## src/rtl/config_chain_scheduler.sv

```systemverilog
// config_chain_scheduler
// Loads a serial configuration chain of CHAIN_LEN bits from host words of
// WORD_W bits. Each accepted word is unpacked LSB first onto ccff_head with a
// matching ccff_shift_en strobe. Bits of the last word beyond CHAIN_LEN are
// dropped. A load ends in a one-cycle done pulse, or in a one-cycle aborted
// pulse when abort is raised during shifting.
//
// Ports
//   clk           : clock, rising edge
//   Reset         : asynchronous reset, active low
//   start         : begin a load (honoured in IDLE only)
//   abort         : abandon a load in progress (honoured in SHIFT only)
//   cfg_valid     : host word available
//   cfg_data      : host word, bit 0 shifted first
//   cfg_ready     : word accepted this cycle when cfg_valid is also high
//                   (combinational from registered state)
//   ccff_head     : serial data into the chain head (registered)
//   ccff_shift_en : chain shift strobe (registered)
//   busy          : any state other than IDLE (registered)
//   done          : one-cycle pulse on successful completion (registered)
//   aborted       : one-cycle pulse when a load is abandoned (registered)
module config_chain_scheduler #(
  parameter int unsigned CHAIN_LEN = 60,
  parameter int unsigned WORD_W    = 8
) (
  input  logic              clk,
  input  logic              Reset,
  input  logic              start,
  input  logic              abort,
  input  logic              cfg_valid,
  input  logic [WORD_W-1:0] cfg_data,
  output logic              cfg_ready,
  output logic              ccff_head,
  output logic              ccff_shift_en,
  output logic              busy,
  output logic              done,
  output logic              aborted
);

  localparam int unsigned NWORDS     = (CHAIN_LEN + WORD_W - 1) / WORD_W;
  localparam int unsigned BIT_CNT_W  = $clog2(CHAIN_LEN + 1);
  localparam int unsigned WORD_CNT_W = $clog2(NWORDS + 1);
  localparam int unsigned BUF_CNT_W  = $clog2(WORD_W + 1);

  typedef enum logic [1:0] {
    IDLE  = 2'd0,
    SHIFT = 2'd1,
    DONE  = 2'd2,
    ABORT = 2'd3
  } state_t;

  state_t                state, state_n;
  logic [BIT_CNT_W-1:0]  bit_cnt, bit_cnt_n;   // bits presented on ccff_head
  logic [BIT_CNT_W-1:0]  acc_cnt, acc_cnt_n;   // valid bits accepted from host
  logic [WORD_CNT_W-1:0] word_cnt, word_cnt_n;
  logic [WORD_W-1:0]     shreg, shreg_n;       // bits of current word not yet presented
  logic [BUF_CNT_W-1:0]  buf_cnt, buf_cnt_n;   // valid bits left in shreg
  logic                  head_n, shift_en_n;
  logic                  busy_n, done_n, aborted_n;
  int unsigned           remaining, take;

  // The buffer's last bit is already on ccff_head when buf_cnt is zero, so a
  // new word can be taken on the edge that shifts that bit out.
  assign cfg_ready = (state == SHIFT) && (32'(word_cnt) < NWORDS) && (buf_cnt == '0);

  // Next-state and next-output logic
  always_comb begin
    state_n    = state;
    bit_cnt_n  = bit_cnt;
    acc_cnt_n  = acc_cnt;
    word_cnt_n = word_cnt;
    shreg_n    = shreg;
    buf_cnt_n  = buf_cnt;
    head_n     = ccff_head;
    shift_en_n = 1'b0;
    remaining  = CHAIN_LEN - 32'(acc_cnt);
    take       = (remaining < WORD_W) ? remaining : WORD_W;

    case (state)
      IDLE: begin
        if (start) begin
          state_n    = SHIFT;
          bit_cnt_n  = '0;
          acc_cnt_n  = '0;
          word_cnt_n = '0;
          buf_cnt_n  = '0;
        end
      end
      SHIFT: begin
        if (abort) begin
          state_n   = ABORT;
          buf_cnt_n = '0;
        end else if (buf_cnt != '0) begin
          head_n     = shreg[0];
          shreg_n    = shreg >> 1;
          buf_cnt_n  = buf_cnt - BUF_CNT_W'(1);
          shift_en_n = 1'b1;
        end else if (cfg_valid && cfg_ready) begin
          // Only `take` bits of the word are valid; the rest never leave shreg.
          head_n     = cfg_data[0];
          shreg_n    = cfg_data >> 1;
          buf_cnt_n  = BUF_CNT_W'(take - 32'd1);
          acc_cnt_n  = BIT_CNT_W'(32'(acc_cnt) + take);
          word_cnt_n = word_cnt + WORD_CNT_W'(1);
          shift_en_n = 1'b1;
        end
        if (shift_en_n) begin
          bit_cnt_n = bit_cnt + BIT_CNT_W'(1);
          if (32'(bit_cnt) + 32'd1 == CHAIN_LEN) begin
            state_n = DONE;
          end
        end
      end
      DONE:    state_n = IDLE;
      ABORT:   state_n = IDLE;
      default: state_n = IDLE;
    endcase

    busy_n    = (state_n != IDLE);
    done_n    = (state_n == DONE);
    aborted_n = (state_n == ABORT);
  end

  // State and output registers
  always_ff @(posedge clk or negedge Reset) begin
    if (!Reset) begin
      state         <= IDLE;
      bit_cnt       <= '0;
      acc_cnt       <= '0;
      word_cnt      <= '0;
      shreg         <= '0;
      buf_cnt       <= '0;
      ccff_head     <= 1'b0;
      ccff_shift_en <= 1'b0;
      busy          <= 1'b0;
      done          <= 1'b0;
      aborted       <= 1'b0;
    end else begin
      state         <= state_n;
      bit_cnt       <= bit_cnt_n;
      acc_cnt       <= acc_cnt_n;
      word_cnt      <= word_cnt_n;
      shreg         <= shreg_n;
      buf_cnt       <= buf_cnt_n;
      ccff_head     <= head_n;
      ccff_shift_en <= shift_en_n;
      busy          <= busy_n;
      done          <= done_n;
      aborted       <= aborted_n;
    end
  end

endmodule

```

## config.mk

```make
export PLATFORM = sky130hd
export DESIGN_NAME = config_chain_scheduler
export DESIGN_NICKNAME = d
export VERILOG_FILES = /design/src/rtl/config_chain_scheduler.sv
export SDC_FILE = /design/constraint.sdc
export NUM_CORES = 1
export LEC_CHECK = 0
export ABC_AREA = 1
export CAP_MARGIN = 20
export CORE_MARGIN = 1
export CORE_UTILIZATION = 55
export DETAILED_ROUTE_END_ITERATION = 8
export PLACE_DENSITY = 0.77
export SYNTH_ARGS = -nofsm -noshare
export SYNTH_HDL_FRONTEND = slang
export SYNTH_SLANG_ARGS = --single-unit
```

## constraint.sdc

```tcl
create_clock -name clk -period 3.2 [get_ports clk]
set_clock_uncertainty 0.1 [all_clocks]
set_input_delay 0.96 -clock clk [delete_from_list [all_inputs] [get_ports clk]]
set_output_delay 0.96 -clock clk [all_outputs]
set_load 0.05 [all_outputs]
```

# ---- Yosys cells after proc, flatten, opt, wreduce, memory -nomap -nowiden
# Cells that the tools add are included.
dict set report classes {
  add_sub_neg 7
  n_lt_le_gt_ge 2
  n_div 0
  n_eq_ne 12
  n_mux 31
  shift 0
  n_reduce_logical 14
  n_mul 0
  bitwise_logic 1
}
# cell n
set ops {}
lappend ops {{6-bit two-way mux} 6}
lappend ops {{32-bit by 4-bit less-than comparator with 1-bit output (second input constant)} 1}
lappend ops {{4-bit two-way mux} 7}
lappend ops {{6-bit case mux with 2 select lines} 2}
lappend ops {{8-bit two-way mux} 2}
lappend ops {{4-bit case mux with 2 select lines} 2}
lappend ops {{3-bit AND reduction} 3}
lappend ops {{2-bit == test (second input constant)} 4}
lappend ops {{2-bit two-way mux} 4}
lappend ops {{4-bit by 1-bit subtractor with 4-bit output (second input constant)} 2}
lappend ops {{6-bit by 1-bit adder with 7-bit output (second input constant)} 1}
lappend ops {{7-bit by 6-bit == test with 1-bit output (second input constant)} 1}
lappend ops {{1-bit two-way mux} 7}
lappend ops {{6-bit by 6-bit subtractor with 7-bit output (first input constant)} 1}
lappend ops {{6-bit by 1-bit adder with 6-bit output (second input constant)} 1}
lappend ops {{6-bit adder} 1}
lappend ops {{2-bit inequality test (second input constant)} 3}
lappend ops {{2-bit case mux with 3 select lines} 1}
lappend ops {{2-bit nonzero test} 3}
lappend ops {{5-bit AND reduction} 1}
lappend ops {{4-bit by 1-bit adder with 4-bit output (second input constant)} 1}
lappend ops {{4-bit logical NOT} 1}
lappend ops {{4-bit less-than comparator (second input constant)} 1}
lappend ops {{2-bit by 1-bit inequality test with 1-bit output (second input constant)} 2}
lappend ops {{other kinds (7)} 9}
dict set report totals {
  in_bits 13
  mem_bits_rw 0
  out_inout_bits 6
  rom_bits 0
  latchBits 0
  n_memories 0
  ff_bits 35
  wordCells 78
}

# ---- Depth between registers and ports, before layout
# Gate-level depths: netlist of the first run.
dict set report depth {
  word_depth 11
  mapped_depth 18
  mapped_depth_nobuf 18
}

# ---- Worst setup path after synthesis of the first run
# No wires, ideal clock.
dict set report synth_path {
  kind {register -> output}
  startpoint {register buf_cnt[0]}
  endpoint {output port cfg_ready}
  required_time_ps 2140
  setup_slack_ps 998
  n_path_buf 0
  arrival_time_ps 1142
  path_stages_with_launch 6
  path_cell_list {dfrtp_1 -> inv_2 -> nand2_2 -> nor2_4 -> nand2_4 -> nor3_4}
}
dict set report synth_between {
  elab_chain_cells 2
}
# element line_no
set synth_rtl {}
lappend synth_rtl {{from (decl)} 57} ;# logic [BUF_CNT_W-1:0] buf_cnt, buf_cnt_n;
lappend synth_rtl {{from (signal assigned)} 144} ;# buf_cnt <= buf_cnt_n;
lappend synth_rtl {{4-bit logical NOT} 64} ;# assign cfg_ready = (state == SHIFT) && (32'(word_cnt) < NWORDS) && (buf_cnt == '0);
lappend synth_rtl {{1-bit logical AND} 64}
lappend synth_rtl {{to (decl)} 32} ;# output logic cfg_ready,
# Every way passes these cells.

# ---- Final worst setup path of the first run
# Ends and elaborated chain as after synthesis.

==> out/metrics.yaml, run 1 <==
setup_path:
  path_class: "register to primary output"
  crit_required_ps: 2140
  arrival_ps: 1740
  slowest_delay_ps: 450
  ff2ff_path_depth: 18
  cp_max_fo: 10
  reg2reg_setup_slack_ps: 720
  cp_top_family: "buffers and inverters"
  cp-start-kind: "register"
  r2r_end: "acc_cnt[4]"
  cp_slowest_cell: "dlymetal6s2s_1"
  r2r_start: "acc_cnt[0]"
  cp_cell_sequence: "inv_2 -> nand2_2 -> nor2_4 -> nand2_4 -> nor3_4 -> dlymetal6s2s_1"
  path_buf_inv: 2
  endpoint_kind: "primary output"
sta:
  slew_violations: 0
  hold_viol_final: 0
  slew_headroom_pct: 66.6
  setup_violations: 0
  rsz0062_at_grt: "no"
  tightest_slew_ps: 499
  timing.final.crit_share_pct: 87.5
  max_freq_ghz: 0.357
  finalSetupTns_ps: 0
  post-route-min-period_ps: 2800
clocking:
  post_cts_buffers: 0
  cts_inserted_buffers: 5
  htree_num_levels: 2
  clock_sinks: 34
  cts_buffer_depth: 2
  cts_root_buffer: "clkbuf_4"
  clk_latency_ps: 340
  path_clk_slew_ps: 100
  cts_tree: "built"
  postCtsHoldBufs: 0
synth:
  ys_seq_area_share_pct: 43.9
  synthArstFlopShare_pct: 100
  synth-seq-cells: 34
  synth_top_family_by_area: "simple AND/OR/NAND/NOR gates"
  synthCells: 238
  syn_nets: 257
  synth-edff-count: 0
  yosys_warnings: 0
  synthMuxAreaShare_pct: 0
  synth_top_area_share_pct: 43.9
  ys.flop_type: "dfrtp_1"
  synthSimpleGateAreaFrac_pct: 28.6
  syn_avg_cell_area_um2: 8.15
  synth_area_leader_cell: "dfrtp_1"
  synth_fa_ha_area_share_pct: 3.87
  synthXorXnorAreaFrac_pct: 1.35
  synth_compound_area_share_pct: 12.3
  netlist_area_um2: 1940
  ys_types: 35
  synthTopCellsByArea: "dfrtp_1 44%, nand2_1 10%, inv_1 6.2%"
floorplanning:
  core_area_um2: 3360
  fp.dieW_um: 61.4
  die-area_um2: 3770
  num_io_pins: 19
  initial_core_util_pct: 57.7
  die_h_um: 61.4
  rows: 21
routing:
  dr.pass1.iters: 4
  vias_per_cell: 5.22
  via_count: 1592
  drc: 0
  ant_nets: 0
  drt_iter0_drc: 88
  wirelength_um: 3680
  wire_per_inst_um: 12.1
power_and_ir_drop:
  leakagePower_nw: 1.10
  finalPower_mw: 1.83
  peakVddDrop_v: 0.000531
  pwr_density_cell_nw_per_um2: 832
finish:
  drive_gt1_share_pct: 13.9
  area_delta_synth_final_pct: 13.2
  n_antenna_cell: 0
  final_cell_mix: "53 x nand2_1, 34 x dfrtp_1, 32 x inv_1, 21 x nor2_1, 17 x clkdlybuf4s50_1"
  layout_commonest_cell: "nand2_1"
  finalNetCount: 279
  fin_area_um2: 2200
placed_design:
  dpl_cell_area_um2: 2140
  hpwl_um: 2740
  portBuffers: 18
  gp_congestion: 0.845
global_route:
  grt_max_degree: 35
  grt_pass1_wl_um: 6350
  overflow: 0
  antenna_found_initial: 0
  grt_usage_pct: 23.6
  grt_pass1_vias: 1555
hold_path:
  holdPathEnd: "shreg[6]"
  min_path_type: "register to register"
  worstHoldPathCells: 2
  holdCritStartpoint: "shreg[6]"
status:
  status: "completed"
run:
  drv_cap: 0
cells by family after synthesis:
family                   Yosys count
AO/OA/AOI/OAI                     38
XOR/XNOR                           3
adder cells (fa/ha/maj)            6
buffers and inverters             43
flip-flops                        34
AND/OR/NAND/NOR                  114
layer usage:
layer | up-vias | wire, um | global-route usage (%)
met5 | - | 0 | 0
met4 | 0 | 92 | 10.2
met3 | 12 | 112 | 6.72
met2 | 25 | 1720 | 37.1
met1 | 742 | 1750 | 30.7
li1 | 813 | - | -
registers in the layout, indices dropped and copies added (netlist names):
name and count:
done 1, buf_cnt 4, ccff_head 1, word_cnt 4, acc_cnt 6, bit_cnt 6
state 2, shreg 7, ccff_shift_en 1, aborted 1, busy 1
synthesized netlist by cell type, drive strengths merged, types with 2 or more instances:
cell type,n
nand2,62
inv,38
dfrtp,34
nor2,25
nand3,19
o21ai,12
a21oi,8
a31oi,8
ha,6
o22ai,5
buf,4
nor3,4
nand4,3
o31ai,2
xor2,2
timing repair:
action	4_1_cts	5_1_grt
endpoints found under the setup margin	0	1
endpoints found under the hold margin	0	0
resized for setup	0	1
worst register-to-register path, delay by kind of cell, from the launching register on:
kind / cells / cell delay, ps
adders and majority gates: 2 / 390
buffers and inverters: 4 / 350
and+or+nand+nor: 11 / 1020
AOI/OAI and AO/OA: 1 / 120
DFF: 1 / 410
power breakdown:
| group | internal, mW | switching [mW] |
|---|---|---|
| Clock | 0.0989 | 0.134 |
| Combinational | 0.310 | 0.641 |
| Sequential | 0.565 | 0.0762 |
| Total | 0.974 | 0.852 |
through the flow:
stage	setup WS, ps	util (%)	instances	hold slack (ps)
2_1_floorplan	998	-	238	342
3_3_place_gp	423	63.7	299	357
3_5_place_dp	391	63.7	299	360
4_1_cts	2.54	65.2	305	383
5_1_grt	329	65.3	305	422
6_report	401	65.3	305	388
worst max path at each step:
stage | startpoint | endpoint | slack [ps] | depth (start not counted)
floorplan | buf_cnt[0] | cfg_ready | 1000 | 5
global placement | buf_cnt[0] | cfg_ready | 420 | 6
detailed placement | buf_cnt[0] | cfg_ready | 390 | 6
CTS | buf_cnt[0] | cfg_ready | 3 | 6
global route | buf_cnt[0] | cfg_ready | 330 | 6
finish | buf_cnt[0] | cfg_ready | 400 | 6
final cells by class:
| class | count | area, um2 |
|---|---|---|
| clock buffers | 6 | 51.3 |
| fillers | 310 | 1170 |
| inverters | 39 | 151 |
| multi-input cells | 161 | 895 |
| flip-flops and latches | 34 | 851 |
| well taps | 46 | 57.6 |
| repair buffers | 19 | 190 |
Power figures use the tool's default switching activity.
==> run 2: changes to the inputs <==
--- a/config.mk
+++ b/config.mk
@@ -7,7 +7,6 @@
 export LEC_CHECK = 0
 export ABC_AREA = 1
 export CAP_MARGIN = 20
-export CORE_MARGIN = 1
 export CORE_UTILIZATION = 55
 export DETAILED_ROUTE_END_ITERATION = 8
 export PLACE_DENSITY = 0.77
==> results of run 2 <==
Same layout as run 1: the final DEF is identical, and so are final timing and power.
